### src/rtl/led_matrix_scan.sv
// led_matrix_scan: column-multiplexed scanner for a 4x4 LED matrix with
// per-pixel PWM brightness. Each column is driven for 2^PWM_BITS scan ticks
// and is followed by one blanking tick.
// Optional feature macro: LED_SCAN_DOUBLEBUF_EN.
//   When defined, the frame store is double buffered. Writes go to the back
//   buffer, and swap_req flips the buffers at the next frame boundary.
//   When undefined, one buffer is built and writes land in the displayed
//   buffer. swap_req/swap_ack then act only as a vsync handshake.
module led_matrix_scan #(
   parameter int DIV      = 64,
   parameter int PWM_BITS = 4
) (
   input  logic                clk,
   input  logic                resetn,
   input  logic                wr_valid,
   output logic                wr_ready,
   input  logic [3:0]          wr_addr,
   input  logic [PWM_BITS-1:0] wr_data,
   input  logic                swap_req,
   output logic                swap_ack,
   output logic                frame_start,
   output logic [3:0]          kled_oe,
   output logic [3:0]          aled
);
   localparam int DIV_W = $clog2(DIV);
   localparam logic [PWM_BITS-1:0] PWM_MAX = {PWM_BITS{1'b1}};

   typedef enum logic {
      ST_BLANK = 1'b0,
      ST_DRIVE = 1'b1
   } state_t;

   logic [DIV_W-1:0]    div_cnt_reg;
   logic                tick;
   state_t              state_reg, state_next;
   logic [1:0]          col_reg, col_next;
   logic [PWM_BITS-1:0] pwm_reg, pwm_next;
   logic                boundary;
   logic                swap_now;
   logic                wr_fire;
   logic [3:0]          kled_next;
   logic [3:0]          aled_next;
   logic [3:0]          kled_oe_reg;
   logic [3:0]          aled_reg;
   logic                frame_start_reg;
   logic                swap_ack_reg;
   logic                wr_ready_reg;

   assign tick     = (div_cnt_reg == DIV_W'(DIV - 1));
   assign swap_now = boundary && swap_req;
   assign wr_fire  = wr_valid && wr_ready_reg;

   // Prescaler: one scan tick every DIV clocks
   always_ff @(posedge clk or negedge resetn) begin
      if (!resetn)
         div_cnt_reg <= '0;
      else if (tick)
         div_cnt_reg <= '0;
      else
         div_cnt_reg <= div_cnt_reg + DIV_W'(1);
   end

   // Scan FSM next-state: DRIVE for the full PWM period, then one BLANK tick
   always_comb begin
      state_next = state_reg;
      col_next   = col_reg;
      pwm_next   = pwm_reg;
      boundary   = 1'b0;
      if (tick) begin
         case (state_reg)
            ST_DRIVE: begin
               if (pwm_reg == PWM_MAX)
                  state_next = ST_BLANK;
               else
                  pwm_next = pwm_reg + PWM_BITS'(1);
            end
            default: begin
               state_next = ST_DRIVE;
               col_next   = col_reg + 2'd1;
               pwm_next   = '0;
               // Leaving BLANK of column 3 starts a new frame at column 0
               boundary   = (col_reg == 2'd3);
            end
         endcase
      end
   end

`ifdef LED_SCAN_DOUBLEBUF_EN
   logic [PWM_BITS-1:0] mem_reg [0:1][0:15];
   logic                front_sel_reg;
   logic                front_sel_next;

   assign front_sel_next = front_sel_reg ^ swap_now;

   // Front pointer flips only at a frame boundary with a pending swap
   always_ff @(posedge clk or negedge resetn) begin
      if (!resetn)
         front_sel_reg <= 1'b0;
      else
         front_sel_reg <= front_sel_next;
   end

   // Back-buffer writes; both buffers clear on reset
   always_ff @(posedge clk or negedge resetn) begin
      if (!resetn) begin
         for (int b = 0; b < 2; b++)
            for (int a = 0; a < 16; a++)
               mem_reg[b][a] <= '0;
      end else if (wr_fire) begin
         mem_reg[~front_sel_reg][wr_addr] <= wr_data;
      end
   end

   // Writes blocked for the single cycle in which the buffers swap
   always_ff @(posedge clk or negedge resetn) begin
      if (!resetn)
         wr_ready_reg <= 1'b0;
      else
         wr_ready_reg <= !swap_now;
   end
`else
   logic [PWM_BITS-1:0] mem_reg [0:15];

   // Single buffer: writes go straight to the displayed pixels
   always_ff @(posedge clk or negedge resetn) begin
      if (!resetn) begin
         for (int a = 0; a < 16; a++)
            mem_reg[a] <= '0;
      end else if (wr_fire) begin
         mem_reg[wr_addr] <= wr_data;
      end
   end

   // Always ready once out of reset
   always_ff @(posedge clk or negedge resetn) begin
      if (!resetn)
         wr_ready_reg <= 1'b0;
      else
         wr_ready_reg <= 1'b1;
   end
`endif

   // Column enable for the state being entered; zero while blanking
   always_comb begin
      kled_next = 4'b0000;
      if (state_next == ST_DRIVE)
         kled_next = 4'b0001 << col_next;
   end

   // Per-row PWM compare against the displayed pixel of the entered column
   for (genvar gi = 0; gi < 4; gi++) begin : g_row
      logic [PWM_BITS-1:0] pix;
`ifdef LED_SCAN_DOUBLEBUF_EN
      assign pix = mem_reg[front_sel_next][{col_next, 2'(gi)}];
`else
      assign pix = mem_reg[{col_next, 2'(gi)}];
`endif
      assign aled_next[gi] = (state_next == ST_DRIVE) && (pix > pwm_next);
   end

   // Scan state and registered outputs; drive outputs update on tick only
   always_ff @(posedge clk or negedge resetn) begin
      if (!resetn) begin
         state_reg       <= ST_BLANK;
         col_reg         <= 2'd3;
         pwm_reg         <= '0;
         kled_oe_reg     <= 4'b0000;
         aled_reg        <= 4'b0000;
         frame_start_reg <= 1'b0;
         swap_ack_reg    <= 1'b0;
      end else begin
         state_reg       <= state_next;
         col_reg         <= col_next;
         pwm_reg         <= pwm_next;
         frame_start_reg <= boundary;
         swap_ack_reg    <= swap_now;
         if (tick) begin
            kled_oe_reg <= kled_next;
            aled_reg    <= aled_next;
         end
      end
   end

   assign kled_oe     = kled_oe_reg;
   assign aled        = aled_reg;
   assign frame_start = frame_start_reg;
   assign swap_ack    = swap_ack_reg;
   assign wr_ready    = wr_ready_reg;

endmodule

### config.mk
export PLATFORM = sky130hd
export DESIGN_NAME = led_matrix_scan
export DESIGN_NICKNAME = d
export VERILOG_FILES = /design/src/rtl/led_matrix_scan.sv
export SDC_FILE = /design/constraint.sdc
export NUM_CORES = 1
export LEC_CHECK = 0
export ABC_AREA = 1
export CAP_MARGIN = 20
export CORE_MARGIN = 2
export CORE_UTILIZATION = 40
export DETAILED_ROUTE_END_ITERATION = 10
export DONT_BUFFER_PORTS = 1
export PLACE_DENSITY = 0.54
export SLEW_MARGIN = 20
export SYNTH_ARGS = -nofsm -noshare
export SYNTH_HDL_FRONTEND = slang
export SYNTH_SLANG_ARGS = --single-unit
### constraint.sdc
create_clock -name clk -period 3.8 [get_ports clk]
set_clock_uncertainty 0.1 [all_clocks]
set_input_delay 0.38 -clock clk [delete_from_list [all_inputs] [get_ports clk]]
set_output_delay 0.38 -clock clk [all_outputs]
set_load 0.1 [all_outputs]
==> metrics.log <==
[metrics] largest family of logic cells by synthesized area: simple AND/OR/NAND/NOR gates
[metrics] total wire length after detailed routing: 10,400 µm
[metrics] summed instance area of the synthesized netlist: 4630 µm²
[metrics] shortest period the worst path allows: 2.70 ns
[metrics] clock insertion delay at the later pin of the skew report: 0.34 ns
[metrics] final hold violations: 0
[metrics] number of synthesized flops with an enable pin: 0
[metrics] Pre-Repair DR Iteration Count: 5
[metrics] initial standard-cell utilization of the core: 0.407
[metrics] worst-path maximum fanout: 35
[metrics] Worst-path clk slew: 0.07 ns
[metrics] cell count after placement: 676
[metrics] kind of critical path: reg2reg
[metrics] area share of the largest cell type after synthesis: 0.465
[metrics] count of final setup violators: 0
[metrics] GR Overflow Total: 0
[metrics] global-route wire length before repair: 17,700 µm
[metrics] Post-CTS Hold Fix Bufs: 2
[metrics] CTS Buf Count: 9
[metrics] Final nets: 577
[metrics] slew of the pin with the lowest slew margin: 0.927 ns
[metrics] compound-cell area share of the yosys netlist: 0.104
[metrics] total power per unit cell area: 481 nW/µm²
[metrics] Fin Hold WS: 0.0881 ns
[metrics] number of global-route vias before repair: 3,395
[metrics] maximum number of pins on one net before global-route repair: 89
[metrics] Critical Path Source Type: register
[metrics] sequential area share after synthesis: 0.476
[metrics] maximum clock frequency: 0.371 GHz
[metrics] category of the worst setup path capture point: register
[metrics] count of buffers added by post-CTS timing repair for setup: 0
[metrics] maximum vdd drop: 230 µV
[metrics] switching fraction of total power: 0.256
[metrics] setup slack at placement: 1.07 ns
[metrics] CP dominant cell by count: sky130_fd_sc_hd__nand2_1
[metrics] average size of a mapped cell: 8.42 µm²
[metrics] Maximum Capacitance Violations: 0
[metrics] async set-or-reset flop fraction in the synthesized netlist: 1.00
[metrics] total leakage power: 2.43 nW
[metrics] final antenna-violating net count: 0
[metrics] outcome: completed
[metrics] Arrival @ worst endpoint: 2.84 ns
[metrics] portion of the clock cycle consumed by the worst path in the final layout: 0.709
[metrics] CP max stage delay: 0.37 ns
[metrics] setup tns final: 0 ns
[metrics] Cells after Synth: 550
[metrics] Cell Chain, Critical Path: ha_1, nand2_1, nor2_4, nand2_2, nand2_2, nand2_4, nand3_1, nand2_1, nor2_1, ha_1, a21oi_1, o21ai_0, nand3_1, nand2_1
[metrics] total half-perimeter wirelength after legalization and detailed placement: 6810 µm
[metrics] combinational power share: 0.130
[metrics] Die ar.: 12,500 µm²
[metrics] CTS tree: built
[metrics] global router's overall resource usage: 0.182
[metrics] simple-gate share of the synthesized area: 0.289
[metrics] Vias/cell: 5.09
[metrics] detailed-route via count: 3,532
[metrics] DRC marker count from the first detailed-route iteration: 205
[metrics] IO Count: 23
[metrics] post-synthesis share of cell area spent on full adders, half adders and majority gates: 0.0513
[metrics] number of synthesized register bits: 88
[metrics] Yosys cell types: 32
[metrics] Max transition margin: 0.382
[metrics] most common cell in the synthesized netlist: sky130_fd_sc_hd__nand2_1
[metrics] Yosys warnings: 0
[metrics] wire length per cell: 14.9 µm
[metrics] setup repair after global routing missed its margin: false
[metrics] required arrival time at the worst endpoint: 3.94 ns
[metrics] Antenna Diode Count: 0
[metrics] clock network fraction of design power: 0.405
[metrics] number of antenna violations at the first check in global routing: 0
[metrics] portion of netlist area occupied by mux cells: 0
[metrics] final routed DRC violation total: 0
[metrics] Net Sw Power: 0.000621 W
[metrics] root cell of the clock tree: sky130_fd_sc_hd__clkbuf_16
[metrics] xor/xnor share of the synthesized area: 0.00378
[metrics] max-slew violation count: 0
[metrics] Gates resized, CTS repair: 0
[metrics] total number of placement rows: 39
[metrics] Clock Sinks: 88
[metrics] sequential share of power: 0.464
[metrics] net count after synthesis: 581
[metrics] ranking of synthesized cells by area: sky130_fd_sc_hd__dfrtp_1 46%, sky130_fd_sc_hd__nand2_1 12%, sky130_fd_sc_hd__o21ai_0 7.9%, sky130_fd_sc_hd__ha_1 5.1%, sky130_fd_sc_hd__nand3_1 4.5%
[metrics] post-layout instance count excluding filler cells: 694
[metrics] Largest register FFs: 64
[metrics] die span in x: 112 µm
[metrics] number of port buffers: 0
[metrics] post-route setup slack: 1.10 ns
[metrics] core area: 11,400 µm²
[metrics] top cell types by occurrence after synthesis: 144 x sky130_fd_sc_hd__nand2_1, 86 x sky130_fd_sc_hd__dfrtp_1, 73 x sky130_fd_sc_hd__o21ai_0
[metrics] combined buffer and inverter count along the critical path: 0
[metrics] maximum count of clock buffers along a single path: 2
[metrics] kind of cell with the highest combined delay on the critical path: simple AND/OR/NAND/NOR gates
[metrics] y dimension of the die: 112 µm
[metrics] maximum level of the CTS H-tree: 3
[metrics] GP Congestion: 0.724
[metrics] Top FF cell, synth: sky130_fd_sc_hd__dfrtp_1
[metrics] filler instances: 1,156
[metrics] synthesis-to-finish area growth: 8.83%
[metrics] share of cells above drive strength 1: 0.0926
[metrics] internal power: 0.00180 W
[metrics] class of the tightest hold or removal check: in2reg
[metrics] biggest area consumer among synthesized cells: sky130_fd_sc_hd__dfrtp_1
[metrics] Critical-path top delay cell: sky130_fd_sc_hd__dfrtp_1
-- stage by stage --
stage / area (µm²) / utilization / power (W)
4_1_cts: 5040 / 0.443 / 0.00246
2_1_floorplan: 4630 / - / 0.00136
3_5_place_dp: 4670 / 0.411 / 0.00144
6_report: 5040 / 0.443 / 0.00242
3_3_place_gp: 4670 / 0.411 / 0.00143
5_1_grt: 5040 / 0.443 / 0.00257
-- kinds of logic after synthesis --
family,after synthesis
adder cells (fa/ha/maj),19
other,1
AO/OA/AOI/OAI,91
flip-flops,88
XOR/XNOR,2
AND/OR/NAND/NOR,277
buffers and inverters,72
-- final timing paths --
path | start | end | slack, ns | cells past startpoint
min in group asynchronous | resetn | div_cnt_reg[5] | 0.49 | 2
setup / recovery | div_cnt_reg[0] | aled[3] | 1.10 | 14
hold reg to reg | div_cnt_reg[0] | div_cnt_reg[0] | 0.36 | 1
setup reg to reg | div_cnt_reg[0] | aled[3] | 1.10 | 14
max in group asynchronous | resetn | mem_reg[49] | 2.72 | 2
hold / removal | swap_req | swap_ack | 0.09 | 1
-- worst reg2reg max path: stages, from the launching register on --
cell and delay, ns:
sky130_fd_sc_hd__dfrtp_1 0.37, sky130_fd_sc_hd__ha_1 0.22, sky130_fd_sc_hd__nand2_1 0.10, sky130_fd_sc_hd__nor2_4 0.13, sky130_fd_sc_hd__nand2_2 0.22, sky130_fd_sc_hd__nand2_2 0.16
sky130_fd_sc_hd__nand2_4 0.25, sky130_fd_sc_hd__nand3_1 0.18, sky130_fd_sc_hd__nand2_1 0.06, sky130_fd_sc_hd__nor2_1 0.17, sky130_fd_sc_hd__ha_1 0.29, sky130_fd_sc_hd__a21oi_1 0.15
sky130_fd_sc_hd__o21ai_0 0.09, sky130_fd_sc_hd__nand3_1 0.07, sky130_fd_sc_hd__nand2_1 0.05
-- area by class of cell --
cell class | instances | area [µm²] | area share
Clock buffer | 11 | 253 | 0.0501
Clock inverter | 5 | 78.8 | 0.0156
Inverter | 54 | 203 | 0.0402
Multi-Input combinational cell | 390 | 2080 | 0.412
Sequential cell | 88 | 2200 | 0.437
Tap cell | 143 | 179 | 0.0355
Timing Repair Buffer | 3 | 45.0 | 0.00894
-- routing by layer --
layer	track usage	up-vias	wire, µm
met5	0	-	0
met4	0.0815	0	198
met3	0.0338	11	324
met2	0.267	54	4520
met1	0.263	1679	5330
li1	-	1788	-
-- cells in the final DEF, fill, tap and decap left out --
cell type / synthesis / routed
sky130_fd_sc_hd__dlygate4sd3_1: 0 / 1
sky130_fd_sc_hd__o21ai_0: 73 / 73
sky130_fd_sc_hd__inv_1: 52 / 52
sky130_fd_sc_hd__nor2_1: 32 / 32
sky130_fd_sc_hd__conb_1: 1 / 1
sky130_fd_sc_hd__o211ai_1: 1 / 1
sky130_fd_sc_hd__nor3_1: 3 / 3
sky130_fd_sc_hd__nor2_2: 1 / 1
sky130_fd_sc_hd__ha_1: 19 / 19
sky130_fd_sc_hd__nand4_1: 4 / 4
sky130_fd_sc_hd__clkbuf_16: 0 / 9
sky130_fd_sc_hd__buf_4: 2 / 1
sky130_fd_sc_hd__dfstp_2: 2 / 2
sky130_fd_sc_hd__nand2_1: 144 / 144
sky130_fd_sc_hd__nand3_2: 11 / 11
sky130_fd_sc_hd__o21bai_2: 1 / 1
sky130_fd_sc_hd__o21ai_1: 2 / 2
sky130_fd_sc_hd__nand3b_1: 24 / 24
sky130_fd_sc_hd__a21oi_4: 1 / 1
sky130_fd_sc_hd__nor2_4: 2 / 2
sky130_fd_sc_hd__buf_16: 0 / 1
sky130_fd_sc_hd__dfrtp_1: 86 / 86
sky130_fd_sc_hd__nand2_2: 9 / 9
sky130_fd_sc_hd__a21oi_1: 11 / 11
sky130_fd_sc_hd__inv_2: 2 / 2
sky130_fd_sc_hd__xnor2_1: 1 / 1
sky130_fd_sc_hd__nand2_4: 4 / 4
sky130_fd_sc_hd__clkbuf_8: 0 / 2
sky130_fd_sc_hd__nand3_1: 42 / 42
sky130_fd_sc_hd__a22oi_1: 1 / 1
sky130_fd_sc_hd__clkinv_4: 0 / 1
sky130_fd_sc_hd__bufinv_16: 0 / 2
sky130_fd_sc_hd__xor2_1: 1 / 1
sky130_fd_sc_hd__o31ai_1: 1 / 1
sky130_fd_sc_hd__nor3b_1: 1 / 1
sky130_fd_sc_hd__clkinv_2: 0 / 2
-- power by group through the flow --
stage | sequential, W | combinational (W) | clock (W)
global placement | 0.00114 | 0.000285 | 0
floorplan | 0.00113 | 0.000230 | 0
finish | 0.00113 | 0.000316 | 0.000983
CTS | 0.00113 | 0.000321 | 0.00101
global route | 0.00114 | 0.000378 | 0.00105
detailed placement | 0.00114 | 0.000297 | 0
(Power assumes the default switching activity.)
